==> config.mk <==
export PLATFORM = sky130hd
export DESIGN_NAME = alu_muldiv_control
export DESIGN_NICKNAME = d
export VERILOG_FILES = /design/src/rtl/alu_muldiv_control.sv
export SDC_FILE = /design/constraint.sdc
export NUM_CORES = 1
export LEC_CHECK = 0
export CORE_AREA = 2 2 240 242
export CTS_BUF_LIST = sky130_fd_sc_hd__clkbuf_4 sky130_fd_sc_hd__clkbuf_8
export DETAILED_ROUTE_END_ITERATION = 10
export DIE_AREA = 0 0 242 244
export GPL_ROUTABILITY_DRIVEN = 0
export GPL_TIMING_DRIVEN = 0
export HOLD_SLACK_MARGIN = 0.02
export PLACE_DENSITY = 0.51
export SLEW_MARGIN = 20
export SYNTH_ARGS = -nofsm -noshare
export SYNTH_HDL_FRONTEND = slang
export SYNTH_SLANG_ARGS = --single-unit
==> constraint.sdc <==
create_clock -name clk -period 4.69 [get_ports clk]
set_input_delay 0.938 -clock clk [delete_from_list [all_inputs] [get_ports clk]]
set_output_delay 0.938 -clock clk [all_outputs]
set_load 0.02 [all_outputs]
==> src/rtl/alu_muldiv_control.sv <==
// ---------------------------------------------------------------------------
// alu_muldiv_control
//   ALU control decoder with an RV32M iterative multiply/divide engine.
//   The decoder turns {funct7, ALU_Op, funct3} into a 4-bit ALU operation
//   code; M-extension instructions decode to 4'b1111 and are executed by a
//   radix-2 engine (shift-add multiply, restoring divide on magnitudes) that
//   stalls the single-cycle datapath until its result is ready.
//
//   Latency is fixed: accept cycle (IDLE), WIDTH CALC cycles, one DONE cycle.
//
// Ports
//   clk              core clock, rising edge
//   reset            asynchronous, active-high reset
//   valid_i          instruction on the bus is valid this cycle
//   funct7_i         instruction funct7
//   ALU_Op_i         000 R, 001 I, 010 LUI, 011 ld/st, 100 branch
//   funct3_i         instruction funct3
//   rs1_i            operand A (multiplicand / dividend)
//   rs2_i            operand B (multiplier / divisor)
//   ALU_Operation_o  ALU operation code (combinational)
//   stall_o          hold PC and register-file writes
//   md_busy_o        engine computing
//   md_done_o        md_result_o valid (one-cycle pulse)
//   md_result_o      M-extension result, held until the next accept
// ---------------------------------------------------------------------------
module alu_muldiv_control #(
    parameter int WIDTH     = 32,
    parameter bit MULDIV_EN = 1'b1
) (
    input  logic             clk,
    input  logic             reset,
    input  logic             valid_i,
    input  logic [6:0]       funct7_i,
    input  logic [2:0]       ALU_Op_i,
    input  logic [2:0]       funct3_i,
    input  logic [WIDTH-1:0] rs1_i,
    input  logic [WIDTH-1:0] rs2_i,
    output logic [3:0]       ALU_Operation_o,
    output logic             stall_o,
    output logic             md_busy_o,
    output logic             md_done_o,
    output logic [WIDTH-1:0] md_result_o
);

    localparam int            CW     = $clog2(WIDTH);
    localparam logic [CW-1:0] LAST   = CW'(WIDTH - 1);
    localparam logic [6:0]    F7_ALT = 7'b0100000;
    localparam logic [6:0]    F7_M   = 7'b0000001;

    typedef enum logic [1:0] {
        IDLE = 2'b00,
        CALC = 2'b01,
        DONE = 2'b10
    } state_t;

    state_t           state_q, state_d;
    logic [CW-1:0]    count_q, count_d;
    logic [WIDTH-1:0] hi_q, hi_d;       // product high half / partial remainder
    logic [WIDTH-1:0] lo_q, lo_d;       // multiplier / dividend shifting into quotient
    logic [WIDTH-1:0] opnd_q, opnd_d;   // multiplicand or divisor magnitude
    logic [2:0]       f3_q, f3_d;
    logic             neg_q, neg_d;     // negate the selected result at the end
    logic [WIDTH-1:0] result_q, result_d;

    // -----------------------------------------------------------------------
    // Decode
    // -----------------------------------------------------------------------
    logic m_enc;
    logic m_op;

    assign m_enc = (ALU_Op_i == 3'b000) && (funct7_i == F7_M);
    assign m_op  = MULDIV_EN && m_enc;

    // NOTE: every output of a combinational block gets a default first, so no
    // path through the case statements can leave it unassigned and infer a latch.
    always_comb begin
        ALU_Operation_o = 4'b0000;
        case (ALU_Op_i)
            3'b000, 3'b001: begin
                case (funct3_i)
                    // SUB exists only for register-register; ADDI ignores funct7.
                    3'b000:  ALU_Operation_o = (ALU_Op_i == 3'b000 && funct7_i == F7_ALT)
                                               ? 4'b0001 : 4'b0000;
                    3'b001:  ALU_Operation_o = 4'b0101;
                    3'b010:  ALU_Operation_o = 4'b1010;
                    3'b011:  ALU_Operation_o = 4'b1011;
                    3'b100:  ALU_Operation_o = 4'b0010;
                    3'b101:  ALU_Operation_o = (funct7_i == F7_ALT) ? 4'b0110 : 4'b0111;
                    3'b110:  ALU_Operation_o = 4'b0011;
                    default: ALU_Operation_o = 4'b0100;
                endcase
                // With the engine disabled the M encodings fall back to ADD.
                if (m_enc) begin
                    ALU_Operation_o = m_op ? 4'b1111 : 4'b0000;
                end
            end
            3'b010:  ALU_Operation_o = 4'b1001;
            3'b100:  ALU_Operation_o = 4'b0001;
            default: ALU_Operation_o = 4'b0000;
        endcase
    end

    // -----------------------------------------------------------------------
    // Operand preparation at accept: signs and magnitudes
    // -----------------------------------------------------------------------
    logic             is_div_in;
    logic             a_signed, b_signed;
    logic             a_neg, b_neg, b_zero;
    logic [WIDTH-1:0] a_mag, b_mag;
    logic             neg_in;

    always_comb begin
        is_div_in = funct3_i[2];
        // MUL/MULH/MULHSU treat A as signed; MUL/MULH treat B as signed.
        a_signed  = is_div_in ? ~funct3_i[0] : (funct3_i[1:0] != 2'b11);
        b_signed  = is_div_in ? ~funct3_i[0] : ~funct3_i[1];
        a_neg     = a_signed & rs1_i[WIDTH-1];
        b_neg     = b_signed & rs2_i[WIDTH-1];
        b_zero    = (rs2_i == '0);
        a_mag     = a_neg ? -rs1_i : rs1_i;
        b_mag     = b_neg ? -rs2_i : rs2_i;
        if (!is_div_in) begin
            neg_in = a_neg ^ b_neg;
        end else if (funct3_i[1]) begin
            neg_in = a_neg;                       // remainder takes the dividend's sign
        end else begin
            // Divide by zero must yield all ones, so the quotient is never negated.
            neg_in = (a_neg ^ b_neg) & ~b_zero;
        end
    end

    // -----------------------------------------------------------------------
    // One radix-2 step of the engine
    // -----------------------------------------------------------------------
    logic [WIDTH:0]     mul_sum;
    logic [WIDTH:0]     div_rs;
    logic               div_ok;
    logic [WIDTH-1:0]   div_sub;
    logic [WIDTH-1:0]   step_hi, step_lo;
    logic [2*WIDTH-1:0] prod_fix;
    logic [WIDTH-1:0]   quo_fix, rem_fix;
    logic [WIDTH-1:0]   final_res;

    always_comb begin
        mul_sum = {1'b0, hi_q} + (lo_q[0] ? {1'b0, opnd_q} : '0);
        div_rs  = {hi_q, lo_q[WIDTH-1]};
        div_ok  = (div_rs >= {1'b0, opnd_q});
        // When the subtraction is kept the true difference is below the divisor,
        // so the low WIDTH bits of the modular difference are exact.
        div_sub = div_rs[WIDTH-1:0] - opnd_q;

        if (f3_q[2]) begin
            step_hi = div_ok ? div_sub : div_rs[WIDTH-1:0];
            step_lo = {lo_q[WIDTH-2:0], div_ok};
        end else begin
            step_hi = mul_sum[WIDTH:1];
            step_lo = {mul_sum[0], lo_q[WIDTH-1:1]};
        end

        prod_fix = neg_q ? -{step_hi, step_lo} : {step_hi, step_lo};
        quo_fix  = neg_q ? -step_lo : step_lo;
        rem_fix  = neg_q ? -step_hi : step_hi;

        case (f3_q)
            3'b000:         final_res = prod_fix[WIDTH-1:0];
            3'b001, 3'b010,
            3'b011:         final_res = prod_fix[2*WIDTH-1:WIDTH];
            3'b100, 3'b101: final_res = quo_fix;
            default:        final_res = rem_fix;
        endcase
    end

    // -----------------------------------------------------------------------
    // FSM next state and datapath updates
    // -----------------------------------------------------------------------
    always_comb begin
        state_d  = state_q;
        count_d  = count_q;
        hi_d     = hi_q;
        lo_d     = lo_q;
        opnd_d   = opnd_q;
        f3_d     = f3_q;
        neg_d    = neg_q;
        result_d = result_q;
        case (state_q)
            IDLE: begin
                if (valid_i && m_op) begin
                    state_d  = CALC;
                    count_d  = '0;
                    hi_d     = '0;
                    lo_d     = is_div_in ? a_mag : b_mag;
                    opnd_d   = is_div_in ? b_mag : a_mag;
                    f3_d     = funct3_i;
                    neg_d    = neg_in;
                    result_d = '0;
                end
            end
            CALC: begin
                hi_d    = step_hi;
                lo_d    = step_lo;
                count_d = count_q + CW'(1);
                if (count_q == LAST) begin
                    state_d  = DONE;
                    result_d = final_res;
                end
            end
            DONE:    state_d = IDLE;
            default: state_d = IDLE;
        endcase
    end

    // NOTE: sequential state uses non-blocking assignments so every flop samples
    // the pre-edge value of the others, independent of statement order.
    always_ff @(posedge clk or posedge reset) begin
        if (reset) begin
            state_q  <= IDLE;
            count_q  <= '0;
            hi_q     <= '0;
            lo_q     <= '0;
            opnd_q   <= '0;
            f3_q     <= '0;
            neg_q    <= 1'b0;
            result_q <= '0;
        end else begin
            state_q  <= state_d;
            count_q  <= count_d;
            hi_q     <= hi_d;
            lo_q     <= lo_d;
            opnd_q   <= opnd_d;
            f3_q     <= f3_d;
            neg_q    <= neg_d;
            result_q <= result_d;
        end
    end

    // -----------------------------------------------------------------------
    // Outputs
    // -----------------------------------------------------------------------
    // Stall is gated by reset so it drops the moment reset rises, even while
    // the core is still presenting the M instruction.
    assign stall_o     = ~reset & valid_i & m_op & (state_q != DONE);
    assign md_busy_o   = (state_q == CALC);
    assign md_done_o   = (state_q == DONE);
    assign md_result_o = result_q;

endmodule
==> out/metrics.csv <==
stage,metric,value,unit
timing,fin_ws,-0.121,ns
setup_path,critical_path_class,flop to flop,
clock_network,clock-sinks,139,
timing,whs,0.478,ns
drt,routed_via_density,5.78,
pwr,internal_power,3000,uW
timing,maxSlewViolCount,0,
drt,post_drt_wl_per_cell,23.4,um
floorplan,die_y,244,um
clock_network,cts.root.buffer_cell,clkbuf_8,
pwr,power_density,253,nW/um2
clock_network,holdBufCountCts,0,
drt,drc,0,
logic_synthesis,synth.distinct_cells,104,
setup_path,crit_required,5.06,ns
timing,rsz0062_at_grt,true,
pwr,pwr-share-seq,28.4,%
final_layout,register_area,3520,um2
logic_synthesis,async_flop_share,100,%
final_layout,drive_gt1_share,18.7,%
place,io_buffer_count,117,
global_route,track_usage,23.9,%
worst_hold_path,hold_class,flop to flop,
clock_network,cts_tree,done,
final_layout,syn_to_final_growth,30.9,%
drt,first_iter_violations,2279,
place,placed_cells,2983,
final_layout,diodes,0,
final_layout,fin_area,20500,um2
logic_synthesis,synth_edf_count,0,
run_status,violations,setup timing,
floorplan,die_w,242,um
final_layout,final_cell_mix,"nand2_1, o21ai_0, a21oi_1",
setup_path,arrival,5.18,ns
timing,period_share,103,%
floorplan,rows,87,
clock_network,cts_buffer_depth,2,
place,dp_hpwl,56800,um
floorplan,initial_core_util,27.9,%
timing,finalHoldViolations,0,
drt,first_pass_iters,6,
clock_network,htreeDepth,4,
logic_synthesis,syn_area_per_cell,7.44,um2
place,pre_cts_ws,-2.10,ns
final_layout,fin_cells,3132,
pwr,p_sw,2190,uW
logic_synthesis,syn_inst,2109,
setup_path,end_kind,flop,
logic_synthesis,syn-num-nets,2261,
global_route,grt_pass1_wl,107000,um
clock_network,clk_pin_slew,0.09,ns
final_layout,final_common_cell,nand2_1,
final_layout,multi_input_area,12500,um2
floorplan,num_io_pins,119,
logic_synthesis,syn_area,15700,um2
pwr,power_leakage,0.00793,uW
place,dpl_cell_area,17800,um2
pwr,clockPowerShare,22.8,%
global_route,grt_pass1_vias,16750,
setup_path,critPathLaunchType,flop,
logic_synthesis,ys.flop_type,dfrtp_1,
timing,slew_headroom,38.2,%
drt,ant_nets,0,
global_route,gr-total-overflow,0,
global_route,grt_max_degree,73,
timing,max_slew.worst_pin.slew,0.918,ns
flow_run,cap_violations,0,
pwr,comb_power_share,48.8,%
floorplan,core_area,56200,um2
drt,via_count,18108,
logic_synthesis,ys_seq_elements,139,
clock_network,numCtsBuffers,17,
clock_network,insertion_delay,0.51,ns
drt,routed_wl,73300,um
timing,final.setup_skew,0.0185,ns
setup_path,cp_max_fo,10,
final_layout,fillers,5897,
pwr,swShare,42.2,%
final_layout,nets,2515,
timing,fmax,208,MHz
run_status,status,"complete, but fails checks",
global_route,antenna_found_initial,4,
logic_synthesis,yosys_warnings,0,
pwr,ir_drop,0.243,mV
timing,min_period,4.81,ns
logic_synthesis,ys_seq_area_share,22.2,%
timing,setup_violations,6,
floorplan,die_area,59000,um2
final timing paths:
check,startpoint,slack (ns),depth (start not counted),endpoint
min in group asynchronous,reset,0.90,2,lo_q[16]
min,md_result_o[11],0.48,2,md_result_o[11]
max,f3_q[2],-0.12,22,md_result_o[18]
max in group asynchronous,reset,3.02,3,opnd_q[14]
min reg2reg,md_result_o[11],0.48,2,md_result_o[11]
max reg2reg,f3_q[2],-0.12,22,md_result_o[18]
critical path, cell delays in order (launching register included):
cell and delay [ns]:
dfrtp_2 0.43, buf_6 0.20, buf_6 0.22, buf_4 0.23, buf_6 0.21, buf_6 0.19
buf_8 0.20, buf_8 0.21, buf_6 0.21, clkbuf_8 0.23, a31oi_4 0.11, inv_2 0.09
ha_4 0.14, nand4_1 0.18, a311oi_4 0.38, and4bb_1 0.25, buf_6 0.14, buf_6 0.10
nand3_4 0.13, o21ai_4 0.22, xnor2_2 0.08, a221oi_2 0.34, o21ai_1 0.11
cells by family (layout without fill, tap and decap cells):
family | count (synthesis) | in the layout | synth area share [%]
xor gates and xnor gates | 185 | 185 | 10.3
muxes | 47 | 47 | 3.07
buffers and inverters | 207 | 474 | 5.40
and+or+nand+nor | 746 | 746 | 23.2
DFF | 139 | 139 | 22.2
AOI/OAI and AO/OA | 713 | 713 | 30.0
adders and majority gates | 72 | 72 | 5.84
power by group through the flow:
stage               Combinational, uW  Sequential, uW  Clock [uW]
floorplan                        1200            1470           0
global placement                 1930            1480           0
detailed placement               1950            1480           0
CTS                              2220            1460        1200
global route                     2670            1480        1250
finish                           2530            1470        1180
state kept, by name, indices dropped and copies added, names as in the netlist:
signal	flops
opnd_q	32
neg_q	1
count_q	5
hi_q	32
md_result_o	32
state_q	2
lo_q	32
f3_q	3
area by class of cell:
class | instances | area share, %
multi-input cells | 1763 | 60.7
flip-flops and latches | 139 | 17.1
repair buffers | 243 | 10.5
well taps | 756 | 4.61
plain buffers | 123 | 3.39
inverters | 76 | 1.43
clock buffers | 19 | 1.24
clock inverters | 13 | 1.04
routing by layer:
metal | up-vias | track usage [%] | wire (um)
met4 | 0 | 8.57 | 3100
met5 | - | 0 | 0
li1 | 8210 | - | -
met3 | 185 | 4.89 | 7130
met2 | 1028 | 36.9 | 31500
met1 | 8685 | 32.8 | 31500
what timing repair did:
item	CTS	global route
setup endpoints to repair	38	30
gates cloned	0	1
pin swaps	45	75
setup buffers	65	59
resized for setup	184	144
through the flow:
step | setup TNS [ns] | util, % | total power [uW]
2_1_floorplan | 0 | - | 2670
3_3_place_gp | -317.30 | 31.7 | 3410
3_5_place_dp | -33.48 | 31.8 | 3430
4_1_cts | 0 | 34.6 | 4880
5_1_grt | -1.46 | 36.6 | 5400
6_report | -0.280 | 36.6 | 5190
synthesized netlist by cell type (all sizes together) (11+ instances only):
cell type / count / area [um2]
o221ai: 42 / 368
nor2: 165 / 624
a31oi: 19 / 125
nor3: 60 / 305
nand3: 50 / 265
a211oi: 18 / 145
dfrtp: 139 / 3480
or2: 13 / 83.8
o31ai: 27 / 228
nor4: 23 / 195
a21o: 22 / 165
nand4: 34 / 255
o211ai: 15 / 113
o21bai: 15 / 113
mux2i: 44 / 448
buf: 40 / 220
or4: 11 / 82.6
a22o: 25 / 219
and3: 14 / 87.6
nand2b: 12 / 75.1
xnor2: 113 / 990
a21oi: 197 / 1020
inv: 74 / 278
o21ai: 219 / 1110
nor2b: 13 / 81.3
xor2: 72 / 631
and2: 43 / 269
o21a: 12 / 90.1
nand2: 269 / 1010
o41ai: 12 / 150
a221oi: 11 / 103
a21boi: 11 / 93.8
ha: 70 / 876
or3: 18 / 118
clkbuf: 91 / 342
(Power assumes the default switching activity.)
